$ cat src/rtl/hilo_muldiv_ctrl.sv
// HI/LO multiply-divide controller: 32-cycle radix-2 MULTU (shift-add) and DIVU (restoring),
// plus MTHI/MTLO writes. A single shared 2*WIDTH accumulator holds the product or {rem, quo}.
module hilo_muldiv_ctrl #(
  parameter int unsigned WIDTH = 32
) (
  input  logic             clk,
  input  logic             rst_n,
  input  logic             op_valid,
  input  logic [2:0]       op_code,
  input  logic [WIDTH-1:0] op_a,
  input  logic [WIDTH-1:0] op_b,
  input  logic             flush,
  output logic             op_ready,
  output logic             busy,
  output logic             done,
  output logic [WIDTH-1:0] hi,
  output logic [WIDTH-1:0] lo
);

  typedef enum logic [1:0] {StIdle, StMul, StDiv, StDone} state_e;

  localparam logic [5:0] LastIter = 6'(WIDTH - 1);

  state_e             state_q, state_d;
  logic [5:0]         cnt_q, cnt_d;
  logic [WIDTH-1:0]   a_q, a_d, b_q, b_d, hi_q, hi_d, lo_q, lo_d;
  logic [2*WIDTH-1:0] acc_q, acc_d;
  logic               ready_q, ready_d, busy_q, busy_d, done_q, done_d;

  logic               accept;
  logic [WIDTH:0]     mul_sum;
  logic [WIDTH:0]     div_diff;
  logic               qbit;
  logic [2*WIDTH-1:0] mul_step, div_step;

  always_comb begin
    accept   = op_valid & ready_q & ~flush;
    mul_sum  = {1'b0, acc_q[2*WIDTH-1:WIDTH]} + (acc_q[0] ? {1'b0, a_q} : {(WIDTH+1){1'b0}});
    mul_step = {mul_sum, acc_q[WIDTH-1:1]};
    // Partial remainder {rem, next dividend bit} against divisor; bit WIDTH set means borrow.
    div_diff = acc_q[2*WIDTH-1:WIDTH-1] - {1'b0, b_q};
    // Forcing quotient bits to 1 on a zero divisor yields all-ones quotient, remainder = dividend.
    qbit     = ~div_diff[WIDTH] | (b_q == '0);
    div_step = {(qbit ? div_diff[WIDTH-1:0] : acc_q[2*WIDTH-2:WIDTH-1]), acc_q[WIDTH-2:0], qbit};

    state_d = state_q;
    cnt_d   = cnt_q;
    a_d     = a_q;
    b_d     = b_q;
    hi_d    = hi_q;
    lo_d    = lo_q;
    acc_d   = acc_q;

    unique case (state_q)
      StIdle: begin
        if (accept) begin
          case (op_code)
            3'b000: begin
              a_d     = op_a;
              b_d     = op_b;
              cnt_d   = '0;
              acc_d   = {{WIDTH{1'b0}}, op_b};
              state_d = StMul;
            end
            3'b001: begin
              a_d     = op_a;
              b_d     = op_b;
              cnt_d   = '0;
              acc_d   = {{WIDTH{1'b0}}, op_a};
              state_d = StDiv;
            end
            3'b010:  hi_d = op_a;
            3'b011:  lo_d = op_a;
            default: ;
          endcase
        end
      end
      StMul: begin
        if (flush) begin
          state_d = StIdle;
        end else begin
          acc_d = mul_step;
          cnt_d = cnt_q + 6'd1;
          if (cnt_q == LastIter) begin
            hi_d    = mul_step[2*WIDTH-1:WIDTH];
            lo_d    = mul_step[WIDTH-1:0];
            state_d = StDone;
          end
        end
      end
      StDiv: begin
        if (flush) begin
          state_d = StIdle;
        end else begin
          acc_d = div_step;
          cnt_d = cnt_q + 6'd1;
          if (cnt_q == LastIter) begin
            hi_d    = div_step[2*WIDTH-1:WIDTH];
            lo_d    = div_step[WIDTH-1:0];
            state_d = StDone;
          end
        end
      end
      StDone:  state_d = StIdle;
      default: state_d = StIdle;
    endcase

    ready_d = (state_d == StIdle);
    busy_d  = (state_d != StIdle);
    done_d  = (state_d == StDone);
  end

  always_ff @(posedge clk or negedge rst_n) begin
    if (!rst_n) begin
      state_q <= StIdle;
      cnt_q   <= '0;
      a_q     <= '0;
      b_q     <= '0;
      hi_q    <= '0;
      lo_q    <= '0;
      acc_q   <= '0;
      ready_q <= 1'b1;
      busy_q  <= 1'b0;
      done_q  <= 1'b0;
    end else begin
      state_q <= state_d;
      cnt_q   <= cnt_d;
      a_q     <= a_d;
      b_q     <= b_d;
      hi_q    <= hi_d;
      lo_q    <= lo_d;
      acc_q   <= acc_d;
      ready_q <= ready_d;
      busy_q  <= busy_d;
      done_q  <= done_d;
    end
  end

  assign op_ready = ready_q;
  assign busy     = busy_q;
  assign done     = done_q;
  assign hi       = hi_q;
  assign lo       = lo_q;

endmodule

$ cat config.mk
export PLATFORM = sky130hd
export DESIGN_NAME = hilo_muldiv_ctrl
export DESIGN_NICKNAME = d
export VERILOG_FILES = /design/src/rtl/hilo_muldiv_ctrl.sv
export SDC_FILE = /design/constraint.sdc
export NUM_CORES = 1
export LEC_CHECK = 0
export CAP_MARGIN = 10
export CORE_ASPECT_RATIO = 1.4
export CORE_MARGIN = 10
export CORE_UTILIZATION = 60
export CTS_CLUSTER_SIZE = 8
export DETAILED_ROUTE_END_ITERATION = 7
export PLACE_DENSITY = 0.89
export SLEW_MARGIN = 20
export SYNTH_ARGS = -nofsm -noshare
export SYNTH_HDL_FRONTEND = slang
export SYNTH_SLANG_ARGS = --single-unit
$ cat constraint.sdc
create_clock -name clk -period 5.1 [get_ports clk]
set_clock_uncertainty 0.1 [all_clocks]
set_input_delay 1.53 -clock clk [delete_from_list [all_inputs] [get_ports clk]]
set_output_delay 1.53 -clock clk [all_outputs]
set_load 0.05 [all_outputs]
Word-level counts from Yosys, hierarchy flattened. Cells that the tools add are included. W data, S select, Z words.

Bitwise logic cells: 5. Eq/ne operators: 18. Reductions and logical operators: 14. Mux-type cells: 30. $add $sub $neg: 3.

Operators with widths (count): $mux W32 (14); $mux W64 (3); $pmux W32 S3 (2); $pmux W64 S3 (1); $pmux W64 S2 (1); $add A32 B32 Y33 (1); $sub A33 B32 Y33 (1); $logic_not A32 Y1 (1); $mux W6 (3); $ne A2 B2 Y1 const B (7); $reduce_and A7 Y1 (2); $pmux W6 S2 (1); $add A6 B1 Y6 const B (1); $eq A2 B2 Y1 const B (3); $eq A3 B2 Y1 const B (2); $eq A6 B5 Y1 const B (1); $mux W2 (3); $pmux W2 S3 (1); $reduce_and A5 Y1 (1); $logic_not A2 Y1 (2); $ne A2 B1 Y1 const B (2); $pmux W2 S2 (1); $reduce_and A4 Y1 (1); $reduce_bool A2 Y1 (2); other kinds (10) (13).

Bits of input ports: 71. Output and inout bits: 67. Flip-flop bits (word level): 203.

Logic depth before layout (Yosys ltp).
Depth in word-level cells: 7. Depth in mapped cells: 16.

Worst setup path after synthesis. OpenSTA, ideal clock, no wires.

Path kind: input port to flip-flop. Start point: in op_code[2]. End point: reg cnt_q[5]. Stages on the path: 7. Path buffers: 0. Required time: 4.922 ns. Setup time: 0.078 ns. Arrival time: 3.190 ns. Slack: 1.732 ns. Cells stage by stage: or2_2 nor3_1 nand2_1 a21oi_1 nand4_1 or3_1 a21oi_1.

Cells in the longest elaborated chain, start to end: 4.

RTL lines: start, declared (RTL line 9) `input logic [2:0] op_code,`; $eq A3 B1 Y1 / $logic_not A3 Y1 (equally long branches) (RTL line 57) `case (op_code)`; $reduce_or A2 Y1 (no source line) (*); $ne A2 B2 Y1 (no source line) (*); $reduce_and A4 Y1 (no source line) (*); end signal, assigned (RTL line 127) `cnt_q <= cnt_d;`; end, declared (RTL line 25) `logic [5:0] cnt_q, cnt_d;`.

Every way passes the cells marked *; elsewhere a longest branch is shown, timed or not. A chain may end at the register's enable or synchronous reset.

Worst setup path after layout.
Start point: reg acc_q[31]. End point: reg hi_q[20] (netlist: hi[20]).

Cells in the longest elaborated chain, start to end: 7.

RTL lines: start, declared (RTL line 27) `logic [2*WIDTH-1:0] acc_q, acc_d;`; start signal, assigned (RTL line 121) `acc_q <= '0;`; start signal, assigned (RTL line 132) `acc_q <= acc_d;`; $sub A33 B32 Y33 (*) (RTL line 41) `div_diff = acc_q[2*WIDTH-1:WIDTH-1] - {1'b0, b_q};`; $not A1 Y1 (RTL line 43) `qbit = ~div_diff[WIDTH] | (b_q == '0);`; $or A1 B1 Y1 (RTL line 43); $mux W32 (*) (RTL line 44) `div_step = {(qbit ? div_diff[WIDTH-1:0] : acc_q[2*WIDTH-2:WIDTH-1]), acc_q[WIDTH-2:0], qbit};`; $mux W32 (*) (RTL line 97) `if (cnt_q == LastIter) begin`; $mux W32 (*) (RTL line 92) `if (flush) begin`; $pmux W32 S3 (*) (RTL line 54) `unique case (state_q)`; end signal, assigned (RTL line 130) `hi_q <= hi_d;`; end, declared (RTL line 26) `logic [WIDTH-1:0] a_q, a_d, b_q, b_d, hi_q, hi_d, lo_q, lo_d;`.

Every way passes the cells marked *; elsewhere a longest branch is shown, timed or not. The select of a mux whose other input is x is not followed.

==> flow_summary.toml <==
[outcome]
status = "complete, no violations"

[placement]
io_buffer_count = 137
place_congestion = 1.05
dp_hpwl_mm = 34.8
dpl_cell_area_mm2 = 0.0150
place_ws_ns = 0.605
dp_cells = 1952

[pwr]
seqPwrFrac = 0.268
p_sw_mw = 5.23
peakVddDrop_v = 0.000776
clkPwrFrac = 0.169
p_total_mw = 10.6
p_comb_frac = 0.564
power-per-cell-area_mw_per_mm2 = 668
leakagePower_nw = 7.06
swShare = 0.496
p_int_mw = 5.32

[sta]
fin_tns_setup_ns = 0
drv_slew = 0
rsz0062_at_grt = "false"
max_slew_margin = 0.347
max_freq_mhz = 211
holdWs_ns = 0.369
tightest_slew_ns = 0.980
finalWorstSetupSlack_ns = 0.355
min_period_ns = 4.74
setup_violations = 0
period_share = 0.930
hold_viol = 0

[floorplanning]
coreArea_mm2 = 0.0219
num_rows = 64
io_pins = 138
die_area_mm2 = 0.0289
fp.dieW_um = 147
initial_core_util = 0.613
fp.dieH_um = 197

[synth]
synth-seq-cells = 203
synth_common_cells = "289 x nand2_1, 228 x o21ai_0, 202 x dfrtp_1"
postSynthCellCount = 1599
yosysWarnings = 0
synth.most_common_cell = "nand2_1"
yosys-top-cells-area = "dfrtp_1 38%, o21ai_0 8.5%, nand2_1 8.1%"
yosysSeqAreaShare = 0.378
synth_top_area_cell = "dfrtp_1"
synthArstFlopShare = 1.00
yosysTopAreaCellShare = 0.376
synth_cell_types = 80
avgSynthCellArea_um2 = 8.41
netlist_area_mm2 = 0.0135
synth_edf_count = 0
synth_ff_type = "dfrtp_1"
synth_nets = 1741

[drt]
vias = 13600
first_iter_violations = 1984
dr.pass1.iters = 6
wl_per_cell_um = 24.1
vias_per_cell = 6.82
drc = 0
ant_nets = 0
wirelength_mm = 48.2

[global_route]
grt_max_degree = 103
grt_pass1_vias = 13400
grt_pass1_wl_mm = 75.8
gr-total-overflow = 0
antenna_found_initial = 1
grtUsageMet2 = 0.513
grt_busiest_layer = "met2"
grt_use_met1 = 0.405
grt_usage = 0.324
grt_util_met3 = 0.0773

[setup_path]
worstSetupPathType = "reg -> reg"
reg2regPathDepth = 13
endpoint = "hi[20]"
critPathArrivalTime_ns = 5.02
reg2reg_to = "hi[20]"
r2r_setup_slack_ns = 0.36
end_kind = "flip-flop"
critPathLaunch = "acc_q[31]"
crit_fanout = 19
cp-start-kind = "flip-flop"
required_ns = 5.38
r2r-start = "acc_q[31]"

[layout]
syn_to_final_growth_pct = 17.5
drive_gt1_frac = 0.0724
fin_util = 0.720
fill_cells = 1639
final_nets = 1828
fin_area_mm2 = 0.0158
stdcell_count = 1997

[cts]
clk_path_buf_depth = 3
cts_tree = "yes"
cts-hold-fix-buffers = 0
cts_made_buffers = 29
post_cts.repair.setup_buffers = 0
ctsRootBufferMaster = "clkbuf_16"
clkLatencyLatePin_ns = 0.54
post_cts_resized = 0
cts.htree.levels = 1
numClockSinks = 203
clk_pin_slew_ns = 0.05

[min_path]
worstHoldStart = "a_q[13]"
hold_class = "reg -> reg"

[job]
cap_violations = 0
## final cells by class
class | instances | area, µm² | area share
clock buffer | 42 | 774 | 0.0490
inverter | 68 | 255 | 0.0161
multi-input combinational | 1228 | 7750 | 0.490
tap | 297 | 372 | 0.0235
timing repair buffer | 156 | 1530 | 0.0968
antenna | 1 | 2.50 | 0.000158
sequential | 203 | 5080 | 0.321
clock inverter | 2 | 38.8 | 0.00245
## routing by layer
layer	vias up	routed length [µm]
li1	5938	-
met1	6500	17900
met2	992	22100
met3	184	5420
met4	0	2750
met5	-	0
## registers in the layout, indices dropped and copies added, names as in the netlist
| register | cells |
|---|---|
| busy | 1 |
| done | 1 |
| b_q | 32 |
| acc_q | 64 |
| hi | 32 |
| cnt_q | 6 |
| op_ready | 1 |
| a_q | 32 |
| state_q | 2 |
| lo | 32 |
## worst min path at each step
| stage | depth (start not counted) | slack [ns] | endpoint |
|---|---|---|---|
| CTS | 2 | 0.37 | a_q[30] |
| global placement | 2 | 0.35 | a_q[2] |
| floorplan | 2 | 0.34 | a_q[0] |
| finish | 2 | 0.37 | a_q[13] |
| global route | 2 | 0.39 | a_q[30] |
| detailed placement | 2 | 0.35 | a_q[13] |
## placed cells by master (no fill, tap or decap), types with 14 or more instances in the layout
cell	synthesis	layout
and3_1	14	14
and2_1	38	38
nand2_1	289	289
o22ai_1	16	16
a221o_1	32	32
nor2_1	84	84
xnor2_1	32	32
a211oi_1	14	14
mux2_2	37	37
clkbuf_16	0	29
a221oi_1	17	17
a21o_1	28	27
buf_4	0	18
dfrtp_1	202	202
mux2i_1	14	14
inv_1	67	67
clkdlybuf4s50_1	0	136
o21ai_0	228	228
nand4_1	14	14
nand3_1	24	24
a21oi_1	68	67
ha_1	69	66
xor2_1	17	17
## cell families after synthesis
family	Yosys count	synth area share
flip-flops	203	0.378
buffers and inverters	168	0.0489
adder cells (fa/ha/maj)	71	0.0671
AO/OA/AOI/OAI	526	0.255
AND/OR/NAND/NOR	528	0.176
XOR/XNOR	49	0.0319
multiplexers	54	0.0439
## power by group through the flow
stage / combinational [mW] / sequential (mW) / clock (mW)
2_1_floorplan: 3.15 / 3.48 / 0
3_3_place_gp: 5.65 / 2.77 / 0
3_5_place_dp: 5.74 / 2.80 / 0
4_1_cts: 5.83 / 2.79 / 1.78
5_1_grt: 6.39 / 2.87 / 1.84
6_report: 5.95 / 2.83 / 1.78
## worst max-delay path: stages (launching register included)
cell	delay (ns)
dfrtp_1	0.40
inv_1	0.08
ha_1	0.16
inv_1	0.06
fa_1	0.40
a21o_1	0.24
a221oi_4	0.34
o311ai_2	0.22
o2111ai_2	0.25
and3_1	0.44
or2_1	0.74
o21ai_0	0.33
a221oi_1	0.63
o22ai_1	0.19
No activity file was read; power rests on OpenSTA's default activity.
